**src/rtl/spi_pkg.sv**
```systemverilog
// Shared definitions for the SPI master with embedded slave endpoint.
// Holds the transfer FSM state type and the default geometry of a transfer
// (bits per transfer, clk cycles per SCLK half-period).
package spi_pkg;

  // Master FSM: waiting for a start request, or shifting a byte out/in.
  typedef enum logic {
    IDLE = 1'b0,
    XFER = 1'b1
  } state_t;

  localparam int DATA_W_DEF  = 8;
  localparam int CLK_DIV_DEF = 2;

endpackage

```
**src/rtl/spi_slave_ep.sv**
```systemverilog
// Embedded SPI slave endpoint, mode 0, MSB first.
// It runs entirely on clk: the master hands it one-cycle strobes marking the
// SCLK rising and falling edges instead of clocking anything from sclk.
// Ports:
//   clk, rst_n      system clock, synchronous active-high reset
//   sclk_rise       strobe: sample mosi this cycle
//   sclk_fall       strobe: advance the send shift register
//   cs_n            active-low select; the endpoint is inert while high
//   mosi            serial data from the master
//   load            strobe: capture send_data at the start of a transfer
//   send_data       byte returned to the master
//   out_bit         serial bit the endpoint drives toward the master
//   rx_byte         bits received so far (a full byte after the last rise)
module spi_slave_ep
  import spi_pkg::*;
#(
  parameter int DATA_W = DATA_W_DEF
) (
  input  logic              clk,
  input  logic              rst_n,
  input  logic              sclk_rise,
  input  logic              sclk_fall,
  input  logic              cs_n,
  input  logic              mosi,
  input  logic              load,
  input  logic [DATA_W-1:0] send_data,
  output logic              out_bit,
  output logic [DATA_W-1:0] rx_byte
);

  logic [DATA_W-1:0] send_shift;
  logic [DATA_W-1:0] rx_shift;

  // Capture the reply byte on load, then shift it left one bit per SCLK fall
  // and collect mosi MSB first on every SCLK rise.
  always_ff @(posedge clk) begin
    if (rst_n) begin
      send_shift <= '0;
      rx_shift   <= '0;
    end else if (load) begin
      send_shift <= send_data;
    end else if (!cs_n) begin
      if (sclk_rise) begin
        rx_shift <= {rx_shift[DATA_W-2:0], mosi};
      end
      if (sclk_fall) begin
        send_shift <= {send_shift[DATA_W-2:0], 1'b0};
      end
    end
  end

  // Deselected, the endpoint drives 0 so it cannot disturb the wired-OR MISO.
  assign out_bit = !cs_n && send_shift[DATA_W-1];
  assign rx_byte = rx_shift;

endmodule

```
**src/rtl/spi_modport.sv**
```systemverilog
// Byte-wide SPI master, mode 0, MSB first, with an embedded slave endpoint
// sharing the serial bus, so loopback works without external wiring.
// Ports:
//   clk, rst_n          system clock, synchronous active-high reset
//   start               request a transfer (only honoured in IDLE)
//   tx_data             byte to send, captured on an accepted start
//   rx_data             byte received by the master, updated on done
//   busy, done          transfer in progress / one-cycle completion pulse
//   sclk, mosi, cs_n    serial clock (idles low), master out, chip select
//   miso                external serial input, ORed with the endpoint's bit
//   slave_rx_data       byte received by the endpoint, updated on done
//   slave_send_data     byte the endpoint returns, captured on start
module spi_modport
  import spi_pkg::*;
#(
  parameter int DATA_W  = DATA_W_DEF,
  parameter int CLK_DIV = CLK_DIV_DEF
) (
  input  logic              clk,
  input  logic              rst_n,
  input  logic              start,
  input  logic [DATA_W-1:0] tx_data,
  output logic [DATA_W-1:0] rx_data,
  output logic              busy,
  output logic              done,
  output logic              sclk,
  output logic              mosi,
  input  logic              miso,
  output logic              cs_n,
  output logic [DATA_W-1:0] slave_rx_data,
  input  logic [DATA_W-1:0] slave_send_data
);

  // Sized so CLK_DIV=1 still yields a legal one-bit counter.
  localparam int DIV_W = $clog2(CLK_DIV + 1);
  localparam int CNT_W = $clog2(DATA_W + 1);

  state_t            state;
  state_t            state_next;
  logic [DIV_W-1:0]  div_cnt;
  logic [CNT_W-1:0]  bit_cnt;
  logic [DATA_W-1:0] tx_shift;
  logic [DATA_W-1:0] rx_shift;
  logic              start_ok;
  logic              div_tc;
  logic              sclk_rise;
  logic              sclk_fall;
  logic              last_fall;
  logic              slave_out_bit;
  logic              miso_eff;
  logic [DATA_W-1:0] slave_rx_byte;

  assign start_ok  = (state == IDLE) && start;
  // The divider expiring marks an SCLK edge; the current sclk level says which.
  assign div_tc    = (state == XFER) && (div_cnt == DIV_W'(CLK_DIV - 1));
  assign sclk_rise = div_tc && !sclk;
  assign sclk_fall = div_tc && sclk;
  assign last_fall = sclk_fall && (bit_cnt == CNT_W'(DATA_W - 1));
  // The endpoint drives 0 when idle, so an external slave can share the line.
  assign miso_eff  = miso | slave_out_bit;

  // State register.
  always_ff @(posedge clk) begin
    if (rst_n) begin
      state <= IDLE;
    end else begin
      state <= state_next;
    end
  end

  // Next-state logic: a transfer ends on the falling edge of its last bit.
  always_comb begin
    state_next = state;
    case (state)
      IDLE: if (start) state_next = XFER;
      XFER: if (last_fall) state_next = IDLE;
      default: state_next = IDLE;
    endcase
  end

  // Outputs that follow the state directly; mosi is forced low when idle.
  always_comb begin
    busy = (state == XFER);
    cs_n = (state != XFER);
    mosi = (state == XFER) && tx_shift[DATA_W-1];
  end

  // Divider, bit counter, master shift registers and the result registers.
  // The receive register already holds all bits at the last fall because the
  // final rise came CLK_DIV cycles earlier.
  always_ff @(posedge clk) begin
    if (rst_n) begin
      div_cnt       <= '0;
      bit_cnt       <= '0;
      tx_shift      <= '0;
      rx_shift      <= '0;
      sclk          <= 1'b0;
      done          <= 1'b0;
      rx_data       <= '0;
      slave_rx_data <= '0;
    end else begin
      done <= last_fall;
      if (start_ok) begin
        tx_shift <= tx_data;
        div_cnt  <= '0;
        bit_cnt  <= '0;
        sclk     <= 1'b0;
      end else if (state == XFER) begin
        if (div_tc) begin
          div_cnt <= '0;
          sclk    <= !sclk;
        end else begin
          div_cnt <= div_cnt + 1'b1;
        end
        if (sclk_rise) begin
          rx_shift <= {rx_shift[DATA_W-2:0], miso_eff};
        end
        if (sclk_fall) begin
          tx_shift <= {tx_shift[DATA_W-2:0], 1'b0};
          bit_cnt  <= bit_cnt + 1'b1;
        end
        if (last_fall) begin
          rx_data       <= rx_shift;
          slave_rx_data <= slave_rx_byte;
        end
      end
    end
  end

  spi_slave_ep #(
    .DATA_W(DATA_W)
  ) u_slave (
    .clk      (clk),
    .rst_n    (rst_n),
    .sclk_rise(sclk_rise),
    .sclk_fall(sclk_fall),
    .cs_n     (cs_n),
    .mosi     (mosi),
    .load     (start_ok),
    .send_data(slave_send_data),
    .out_bit  (slave_out_bit),
    .rx_byte  (slave_rx_byte)
  );

endmodule

```
**config.mk**
```make
export PLATFORM = sky130hd
export DESIGN_NAME = spi_modport
export DESIGN_NICKNAME = d
export VERILOG_FILES = /design/src/rtl/spi_pkg.sv /design/src/rtl/spi_slave_ep.sv /design/src/rtl/spi_modport.sv
export SDC_FILE = /design/constraint.sdc
export NUM_CORES = 1
export LEC_CHECK = 0
export BUFFER_PORTS_ARGS = -buffer_cell sky130_fd_sc_hd__buf_2
export CAP_MARGIN = 10
export CELL_PAD_IN_SITES_DETAIL_PLACEMENT = 1
export CELL_PAD_IN_SITES_GLOBAL_PLACEMENT = 2
export CORE_UTILIZATION = 29
export DETAILED_ROUTE_END_ITERATION = 16
export PLACE_DENSITY_LB_ADDON = 0.1
export SLEW_MARGIN = 10
export SYNTH_ARGS = -nofsm -noshare
export SYNTH_HDL_FRONTEND = slang
export SYNTH_SLANG_ARGS = --single-unit
```
**constraint.sdc**
```tcl
create_clock -name clk -period 1.51 [get_ports clk]
set_clock_uncertainty 0.15 [all_clocks]
set_input_delay 0.2265 -clock clk [delete_from_list [all_inputs] [get_ports clk]]
set_output_delay 0.2265 -clock clk [all_outputs]
set_load 0.01 [all_outputs]
```
==> impl_table.tex, run 1 <==
\begin{tabular}{lr}
\hline
Metric & Value \\
\hline
\multicolumn{2}{l}{\textbf{Layout}} \\
Layout filler cell count & 953 \\
N\_diodes & 0 \\
Synth-to-Final Area Change & 29.7\% \\
Util after Layout & 0.396 \\
Final cell area excluding filler cells & 3110 um\^{}2 \\
Footprint of the flip-flops and latches & 1150 um\^{}2 \\
Nets & 346 \\
Share of layout cells above drive strength 1 & 0.300 \\
Area taken by multi-input logic gates & 1130 um\^{}2 \\
\multicolumn{2}{l}{\textbf{STA}} \\
Worst Hold Margin & 0.0445 ns \\
Final Setup Violations & 0 \\
Setup repair after global routing missed its margin & yes \\
Slew HR & 0.798 \\
Number of endpoints with negative hold slack in the final report & 0 \\
Transition time at the pin with the least slew margin & 0.303 ns \\
Post-route minimum period & 1.50 ns \\
Top achievable clock speed & 665 MHz \\
Share of the clock period used by the worst path after layout & 0.996 \\
Final number of max-transition violations & 0 \\
Final worst-path setup slack & 0.00540 ns \\
\multicolumn{2}{l}{\textbf{Synth}} \\
Post-synth top area share & 0.476 \\
Top cell type by total area after synthesis & sky130\_fd\_sc\_hd\_\_dfxtp\_1 \\
Top FF cell, synth & sky130\_fd\_sc\_hd\_\_dfxtp\_1 \\
Syn\_nets & 300 \\
Cell types with the largest area share after synthesis & sky130\_fd\_sc\_hd\_\_dfxtp\_1, sky130\_fd\_sc\_hd\_\_a21oi\_1, sky130\_fd\_sc\_hd\_\_a2111oi\_2 \\
Synthesized area per cell & 8.58 um\^{}2 \\
Number of standard cells after synthesis & 279 \\
Unique cell type count in the Yosys netlist & 33 \\
Fraction of the yosys area taken by sequential cells & 0.476 \\
Number of enable flip-flop cells after synthesis & 0 \\
Yosys warnings & 0 \\
Synth Register Bits & 57 \\
Post-synthesis cell area & 2390 um\^{}2 \\
Share of async-settable or async-resettable flops after synthesis & 0 \\
\multicolumn{2}{l}{\textbf{Floorplanning}} \\
Starting density of the core & 0.305 \\
Core Rows & 32 \\
Die outline area & 8630 um\^{}2 \\
Number of I/O pins & 41 \\
Vert. Die Dim & 92.9 um \\
Area of the placeable core & 7850 um\^{}2 \\
Width of the die & 92.9 um \\
\multicolumn{2}{l}{\textbf{Clocking}} \\
CTS tree & done \\
Clock transition at the registers of the reported paths & 0.06 ns \\
Maximum level of the CTS H-tree & 3 \\
Maximum number of buffers from clock root to sink & 2 \\
Cell at the root of the clock tree & sky130\_fd\_sc\_hd\_\_clkbuf\_8 \\
Clock latency on the worst-skew pair & 0.33 ns \\
Number of CTS-inserted buffers & 9 \\
Count of clock tree sinks & 57 \\
\multicolumn{2}{l}{\textbf{Global routing}} \\
Initial antenna violation count & 0 \\
Wire length of the first global-routing pass & 10400 um \\
Overall routing resource usage & 0.156 \\
Final global-route overflow total & 0 \\
Maximum number of pins on one net before global-route repair & 57 \\
Number of global-route vias before repair & 2156 \\
\multicolumn{2}{l}{\textbf{Drt}} \\
Total number of vias & 2149 \\
Antenna Nets Post-Route & 0 \\
Violation count after the first detailed-routing iteration & 73 \\
Residual DRC count & 0 \\
Final routed wirelength across all metal layers & 6160 um \\
Vias per Instance & 4.97 \\
Routed wire per std cell & 14.3 um \\
Detailed-routing iteration count for the pre-antenna-repair pass & 4 \\
\multicolumn{2}{l}{\textbf{Power and ir drop}} \\
Portion of total power attributed to the clock network & 0.464 \\
Switching share of power & 0.229 \\
Total power & 3.44 mW \\
Combinational group share of total power & 0.079 \\
Power density over the cells & 1110 nW/um\^{}2 \\
Worst IR drop on VDD & 0.000423 V \\
Internal power & 2.65 mW \\
Lkg Pwr & 1.22 nW \\
Net Switching & 790 uW \\
Sequential Power Share & 0.456 \\
\multicolumn{2}{l}{\textbf{Setup path}} \\
Data required time at the worst endpoint & 1.61 ns \\
Critical path type & flop to flop \\
Cells traversed along the worst timing path & buf\_4, nand4b\_4, or3\_4, a211oi\_2 \\
Kind of end point of the critical path & flop \\
Buf+Inv Stages, Crit Path & 1 \\
Dominant delay contributor by cell family on the critical path & simple AND/OR/NAND/NOR gates \\
Crit path DAT & 1.61 ns \\
Critical Path Max Stage Delay & 0.40 ns \\
Maximum fanout count along the critical path & 8 \\
Critical-path cell with the highest stage delay & sky130\_fd\_sc\_hd\_\_or3\_4 \\
Kind of start point of the critical path & flop \\
\multicolumn{2}{l}{\textbf{Run}} \\
Max-cap viol count & 0 \\
\multicolumn{2}{l}{\textbf{Place}} \\
Placed cell areas & 2800 um\^{}2 \\
Number of buffers inserted by port buffering & 40 \\
Global placement routability congestion & 0.701 \\
DPL Wire Length & 3870 um \\
Worst slack after detailed placement & 0.0261 ns \\
\multicolumn{2}{l}{\textbf{Worst hold path}} \\
Worst hold path type & primary input to flop \\
\multicolumn{2}{l}{\textbf{Run status}} \\
Outcome & finished, final reports clean \\
\hline
\end{tabular}
## area by class of cell
type | count | area share
Sequential cell | 57 | 0.370
Multi-Input combinational cell | 192 | 0.364
Timing Repair Buffer | 62 | 0.150
Clock buffer | 12 | 0.0467
Tap cell | 102 | 0.0411
Clock inverter | 4 | 0.0246
Inverter | 3 | 0.00363
## per-layer routing
metal | share of wire | wire [um] | track usage | up-vias
met5 | 0 | 0 | 0 | -
met4 | 0.015 | 92 | 0.0692 | 0
met3 | 0.036 | 224 | 0.0337 | 10
met2 | 0.45 | 2790 | 0.241 | 35
met1 | 0.50 | 3050 | 0.208 | 1029
li1 | - | - | - | 1075
## Yosys cell counts, drive strengths merged, types with 5 or more instances
cell type and instances:
buf 16, nand4 16, a2111oi 12, nor2 37
nor3 6, nand3 5, a21oi 36, clkbuf 11
o21ai 21, dfxtp 57, nand2 35
## per-stage QoR
stage / std cells / TNS (ns)
6_report: 432 / 0
5_1_grt: 432 / -0.0469
4_1_cts: 432 / 0
3_5_place_dp: 410 / 0
3_3_place_gp: 410 / 0
2_1_floorplan: 279 / 0
## sequential cells by signal, summed over array words and instances, names as in the netlist
name,cells
rx_data,8
rx_shift,8
slave_rx_data,8
tx_shift,8
u_slave.rx_byte,8
u_slave.send_shift,8
bit_cnt,4
div_cnt,2
busy,1
done,1
sclk,1
## cells in the final DEF, fill, tap and decap left out, types with 3 or more instances in the layout
master,n
sky130_fd_sc_hd__dfxtp_1,52
sky130_fd_sc_hd__buf_2,40
sky130_fd_sc_hd__nor2_1,37
sky130_fd_sc_hd__a21oi_1,36
sky130_fd_sc_hd__nand2_1,35
sky130_fd_sc_hd__nand4_1,16
sky130_fd_sc_hd__a2111oi_2,12
sky130_fd_sc_hd__o21ai_1,11
sky130_fd_sc_hd__buf_4,11
sky130_fd_sc_hd__o21ai_0,10
sky130_fd_sc_hd__clkbuf_8,10
sky130_fd_sc_hd__buf_12,7
sky130_fd_sc_hd__nor3_1,6
sky130_fd_sc_hd__nand3_1,5
sky130_fd_sc_hd__dfxtp_2,4
sky130_fd_sc_hd__inv_1,3
sky130_fd_sc_hd__mux2i_1,3
## power groups by stage
stage                     registers, mW  clock network (mW)  logic (mW)
after detailed placement           1.61                   0       0.249
after floorplan                    1.60                   0       0.159
after CTS                          1.57                1.65       0.276
after global routing               1.58                1.71       0.304
final                              1.57                1.60       0.274
after global placement             1.61                   0       0.250
## timing repair
| item | CTS | global route |
|---|---|---|
| resized for setup | 4 | 9 |
| gates cloned | 0 | 0 |
| endpoints found under the setup margin | 1 | 22 |
| hold endpoints to repair | 2 | 0 |
| buffers inserted | 4 | 0 |
| pin swaps | 0 | 1 |
| hold buffers | 2 | 0 |
## cells by family after synthesis
group           share of synthesized area
xor+xnor                          0.00732
fa+ha+maj                         0.00522
mux                                0.0125
flops                               0.476
simple gates                        0.231
buf+inv                            0.0590
compound gates                      0.208
## tightest hold or removal path: stages
cell and delay, ns:
sky130_fd_sc_hd__buf_2 0.09, sky130_fd_sc_hd__a211oi_1 0.05, sky130_fd_sc_hd__nor3_1 0.11
## worst paths after layout
path	startpoint	end	slack, ns	cells after the start
min reg2reg	rx_shift[7]$_SDFFE_PP0P_	rx_shift[7]$_SDFFE_PP0P_	0.31	2
max reg2reg	busy$_SDFF_PP0_	bit_cnt[3]$_SDFFE_PP0P_	0.005	4
max	busy$_SDFF_PP0_	bit_cnt[3]$_SDFFE_PP0P_	0.005	4
min	miso	rx_shift[0]$_SDFFE_PP0P_	0.04	3
(Power assumes the default switching activity.)
==> inputs of run 2 (changes only) <==
--- a/config.mk
+++ b/config.mk
@@ -5,11 +5,12 @@
 export SDC_FILE = /design/constraint.sdc
 export NUM_CORES = 1
 export LEC_CHECK = 0
+export ABC_AREA = 1
 export BUFFER_PORTS_ARGS = -buffer_cell sky130_fd_sc_hd__buf_2
 export CAP_MARGIN = 10
 export CELL_PAD_IN_SITES_DETAIL_PLACEMENT = 1
 export CELL_PAD_IN_SITES_GLOBAL_PLACEMENT = 2
-export CORE_UTILIZATION = 29
+export CORE_UTILIZATION = 27
 export DETAILED_ROUTE_END_ITERATION = 16
 export PLACE_DENSITY_LB_ADDON = 0.1
 export SLEW_MARGIN = 10
==> run 2 against run 1 <==
Die area increased by 3.1%. Via count decreased by 2.1%. Cell count increased by 11%. Count of clock-buffer cells in the layout decreased by 2. Synthesized area decreased by 4.0%. Non-clock buffer count decreased by 3. Cell area decreased by 5.1%. Largest power group is now registers.
==> impl_table.tex, run 2 <==
\begin{tabular}{lr}
\hline
Metric & Value \\
\hline
\multicolumn{2}{l}{\textbf{Setup path}} \\
Maximum fanout count along the critical path & 4 \\
Critical path type & flop to output port \\
Cells traversed along the worst timing path & buf\_4, nand2\_1, inv\_2, buf\_2 \\
Worst setup slack for register-to-register paths & 0.11 ns \\
Kind of start point of the critical path & flop \\
Data required time at the worst endpoint & 1.13 ns \\
Critical Path Max Stage Delay & 0.32 ns \\
Cell count of the worst reg-to-reg path & 7 \\
Endpoint of the most critical register-to-register path & slave\_rx\_data[6]\$\_SDFFE\_PP0P\_ \\
Crit path DAT & 1.03 ns \\
Kind of end point of the critical path & output port \\
Critical-path cell with the highest stage delay & sky130\_fd\_sc\_hd\_\_dfxtp\_2 \\
Start of the worst register-to-register path & busy\$\_SDFF\_PP0\_ \\
\multicolumn{2}{l}{\textbf{Synth}} \\
Synth Register Bits & 57 \\
Most common cell in the synthesized netlist & sky130\_fd\_sc\_hd\_\_nand2\_1 \\
Top FF cell, synth & sky130\_fd\_sc\_hd\_\_dfxtp\_1 \\
Synthesized area per cell & 7.25 um\^{}2 \\
Top cell type by total area after synthesis & sky130\_fd\_sc\_hd\_\_dfxtp\_1 \\
Unique cell type count in the Yosys netlist & 21 \\
Post-synth top cells & sky130\_fd\_sc\_hd\_\_nand2\_1, sky130\_fd\_sc\_hd\_\_dfxtp\_1, sky130\_fd\_sc\_hd\_\_nor2\_1, sky130\_fd\_sc\_hd\_\_inv\_1, sky130\_fd\_sc\_hd\_\_o21ai\_0 \\
Cell types with the largest area share after synthesis & sky130\_fd\_sc\_hd\_\_dfxtp\_1, sky130\_fd\_sc\_hd\_\_nand2\_1, sky130\_fd\_sc\_hd\_\_nor2\_1 \\
Post-synthesis cell area & 2300 um\^{}2 \\
Share of async-settable or async-resettable flops after synthesis & 0 \\
Yosys warnings & 0 \\
Post-synth top area share & 0.496 \\
Number of enable flip-flop cells after synthesis & 0 \\
Syn\_nets & 338 \\
Fraction of the yosys area taken by sequential cells & 0.496 \\
Number of standard cells after synthesis & 317 \\
\multicolumn{2}{l}{\textbf{Global routing}} \\
Wire length of the first global-routing pass & 9110 um \\
Final global-route overflow total & 0 \\
Overall routing resource usage & 0.136 \\
Maximum number of pins on one net before global-route repair & 33 \\
Number of global-route vias before repair & 2007 \\
Initial antenna violation count & 0 \\
\multicolumn{2}{l}{\textbf{Place}} \\
Global placement routability congestion & 0.696 \\
Number of placed instances with taps included & 462 \\
DPL Wire Length & 3550 um \\
Number of buffers inserted by port buffering & 40 \\
\multicolumn{2}{l}{\textbf{Drt}} \\
Residual DRC count & 0 \\
Antenna Nets Post-Route & 0 \\
Vias per Instance & 4.37 \\
Total number of vias & 2103 \\
Detailed-routing iteration count for the pre-antenna-repair pass & 4 \\
Final routed wirelength across all metal layers & 5390 um \\
Violation count after the first detailed-routing iteration & 41 \\
Routed wire per std cell & 11.2 um \\
\multicolumn{2}{l}{\textbf{Floorplanning}} \\
Width of the die & 94.3 um \\
Starting density of the core & 0.280 \\
Core Rows & 33 \\
Vert. Die Dim & 94.3 um \\
Area of the placeable core & 8220 um\^{}2 \\
Die outline area & 8890 um\^{}2 \\
Number of I/O pins & 41 \\
\multicolumn{2}{l}{\textbf{Clocking}} \\
Maximum number of buffers from clock root to sink & 2 \\
Clock latency on the worst-skew pair & 0.34 ns \\
Setup repair bufs after CTS & 0 \\
Count of clock tree sinks & 57 \\
Maximum level of the CTS H-tree & 3 \\
CTS tree & done \\
Number of CTS-inserted buffers & 9 \\
Cell at the root of the clock tree & sky130\_fd\_sc\_hd\_\_clkbuf\_8 \\
Clock transition at the registers of the reported paths & 0.07 ns \\
\multicolumn{2}{l}{\textbf{Layout}} \\
N\_diodes & 0 \\
Most common cell after layout, fill and taps aside & sky130\_fd\_sc\_hd\_\_nand2\_1 \\
Synth-to-Final Area Change & 28.1\% \\
Filler-free cell count of the finished design & 481 \\
Util after Layout & 0.359 \\
Share of layout cells above drive strength 1 & 0.226 \\
Nets & 392 \\
Leading cell types in the layout, fill and taps excluded & sky130\_fd\_sc\_hd\_\_nand2\_1, sky130\_fd\_sc\_hd\_\_dfxtp\_1, sky130\_fd\_sc\_hd\_\_nor2\_1, sky130\_fd\_sc\_hd\_\_buf\_2, sky130\_fd\_sc\_hd\_\_inv\_1 \\
\multicolumn{2}{l}{\textbf{STA}} \\
Post-route minimum period & 1.41 ns \\
Slew HR & 0.810 \\
Final number of max-transition violations & 0 \\
Share of the clock period used by the worst path after layout & 0.934 \\
Top achievable clock speed & 709 MHz \\
Final Setup Violations & 0 \\
Transition time at the pin with the least slew margin & 0.283 ns \\
Number of endpoints with negative hold slack in the final report & 0 \\
\multicolumn{2}{l}{\textbf{Worst hold path}} \\
Worst hold path type & primary input to flop \\
Hold Path Cell Cnt & 5 \\
Origin of the worst min-delay path & slave\_send\_data[6] \\
Endpoint of the worst hold-timing path & u\_slave.send\_shift[6]\$\_SDFFE\_PP0P\_ \\
\multicolumn{2}{l}{\textbf{Run status}} \\
Outcome & finished, final reports clean \\
\multicolumn{2}{l}{\textbf{Run}} \\
Max-cap viol count & 0 \\
\multicolumn{2}{l}{\textbf{Power and ir drop}} \\
Lkg Pwr & 1.25 nW \\
Total power & 3.10 mW \\
Worst IR drop on VDD & 0.000341 V \\
Power density over the cells & 1050 nW/um\^{}2 \\
\hline
\end{tabular}
run 2: cell count changes after synthesis, moves of 10 or more:
cell	before	now
sky130_fd_sc_hd__a2111oi_2	12	0
sky130_fd_sc_hd__o21ai_0	12	30
sky130_fd_sc_hd__nand3_1	5	19
sky130_fd_sc_hd__nand2_1	35	81
sky130_fd_sc_hd__nand4_1	16	1
sky130_fd_sc_hd__buf_2	14	4
sky130_fd_sc_hd__inv_1	3	32
run 2: layer usage:
metal	up-vias	GRT usage	wire, um
met2	31	0.218	2470
met1	956	0.161	2640
met3	8	0.0469	192
met4	0	0.0654	90
met5	-	0	0
li1	1108	-	-
run 2: logic make-up (layout without fill, tap and decap cells):
family                   count (synthesis)  after routing  synth area share
AND/OR/NAND/NOR                        149            149             0.270
AO/OA/AOI/OAI                           59             59             0.131
flip-flops                              57             57             0.496
buffers and inverters                   49            108            0.0903
XOR/XNOR                                 2              2           0.00762
adder cells (fa/ha/maj)                  1              1           0.00544
run 2: layout make-up:
class                      count  area (um^2)
clock buffer                  10          138
clock inverter                 6         43.8
fill                        1057         5270
inverter                      33          124
multi-input combinational    211          958
sequential                    57         1140
tap                          105          131
timing repair buffer          59          407
run 2: worst max-delay path, delay by kind of cell (launching register included):
family	cells	cell delay, ns
buffers and inverters	3	0.32
DFF	1	0.32
and+or+nand+nor	1	0.07
run 2: report_power, final:
part | leakage [nW] | internal [mW] | switching, mW | total, mW
clock network | 0.0805 | 0.638 | 0.656 | 1.29
logic | 0.705 | 0.101 | 0.145 | 0.246
registers | 0.463 | 1.54 | 0.0176 | 1.56
run 2: worst max-delay path by stage:
stage | start | endpoint | slack (ns) | depth (start not counted)
after floorplan | busy$_SDFF_PP0_ | rx_shift[7]$_SDFFE_PP0P_ | 0.07 | 6
after global placement | bit_cnt[0]$_SDFFE_PP0P_ | rx_data[3]$_SDFFE_PP0P_ | 0.08 | 7
after detailed placement | bit_cnt[1]$_SDFFE_PP0P_ | slave_rx_data[3]$_SDFFE_PP0P_ | 0.05 | 7
after CTS | busy$_SDFF_PP0_ | mosi | 0.004 | 4
after global routing | busy$_SDFF_PP0_ | slave_rx_data[0]$_SDFFE_PP0P_ | -0.0008 | 7
final | busy$_SDFF_PP0_ | mosi | 0.1 | 4
run 2: through the flow:
| step | cell area, um^2 | TNS (ns) | hold slack [ns] | setup slack, ns |
|---|---|---|---|---|
| 2_1_floorplan | 2300 | 0 | 0.215 | 0.0738 |
| 3_3_place_gp | 2710 | 0 | 0.293 | 0.0828 |
| 3_5_place_dp | 2710 | 0 | 0.297 | 0.0505 |
| 4_1_cts | 2910 | 0 | 0.0524 | 0.00422 |
| 5_1_grt | 2950 | -0.000849 | 0.0879 | -0.000849 |
| 6_report | 2950 | 0 | 0.0712 | 0.0993 |
run 2: what timing repair did:
item,4_1_cts,5_1_grt
setup endpoints to repair,0,33
hold buffers,2,0
endpoints found under the hold margin,2,0
gates resized for setup,0,10
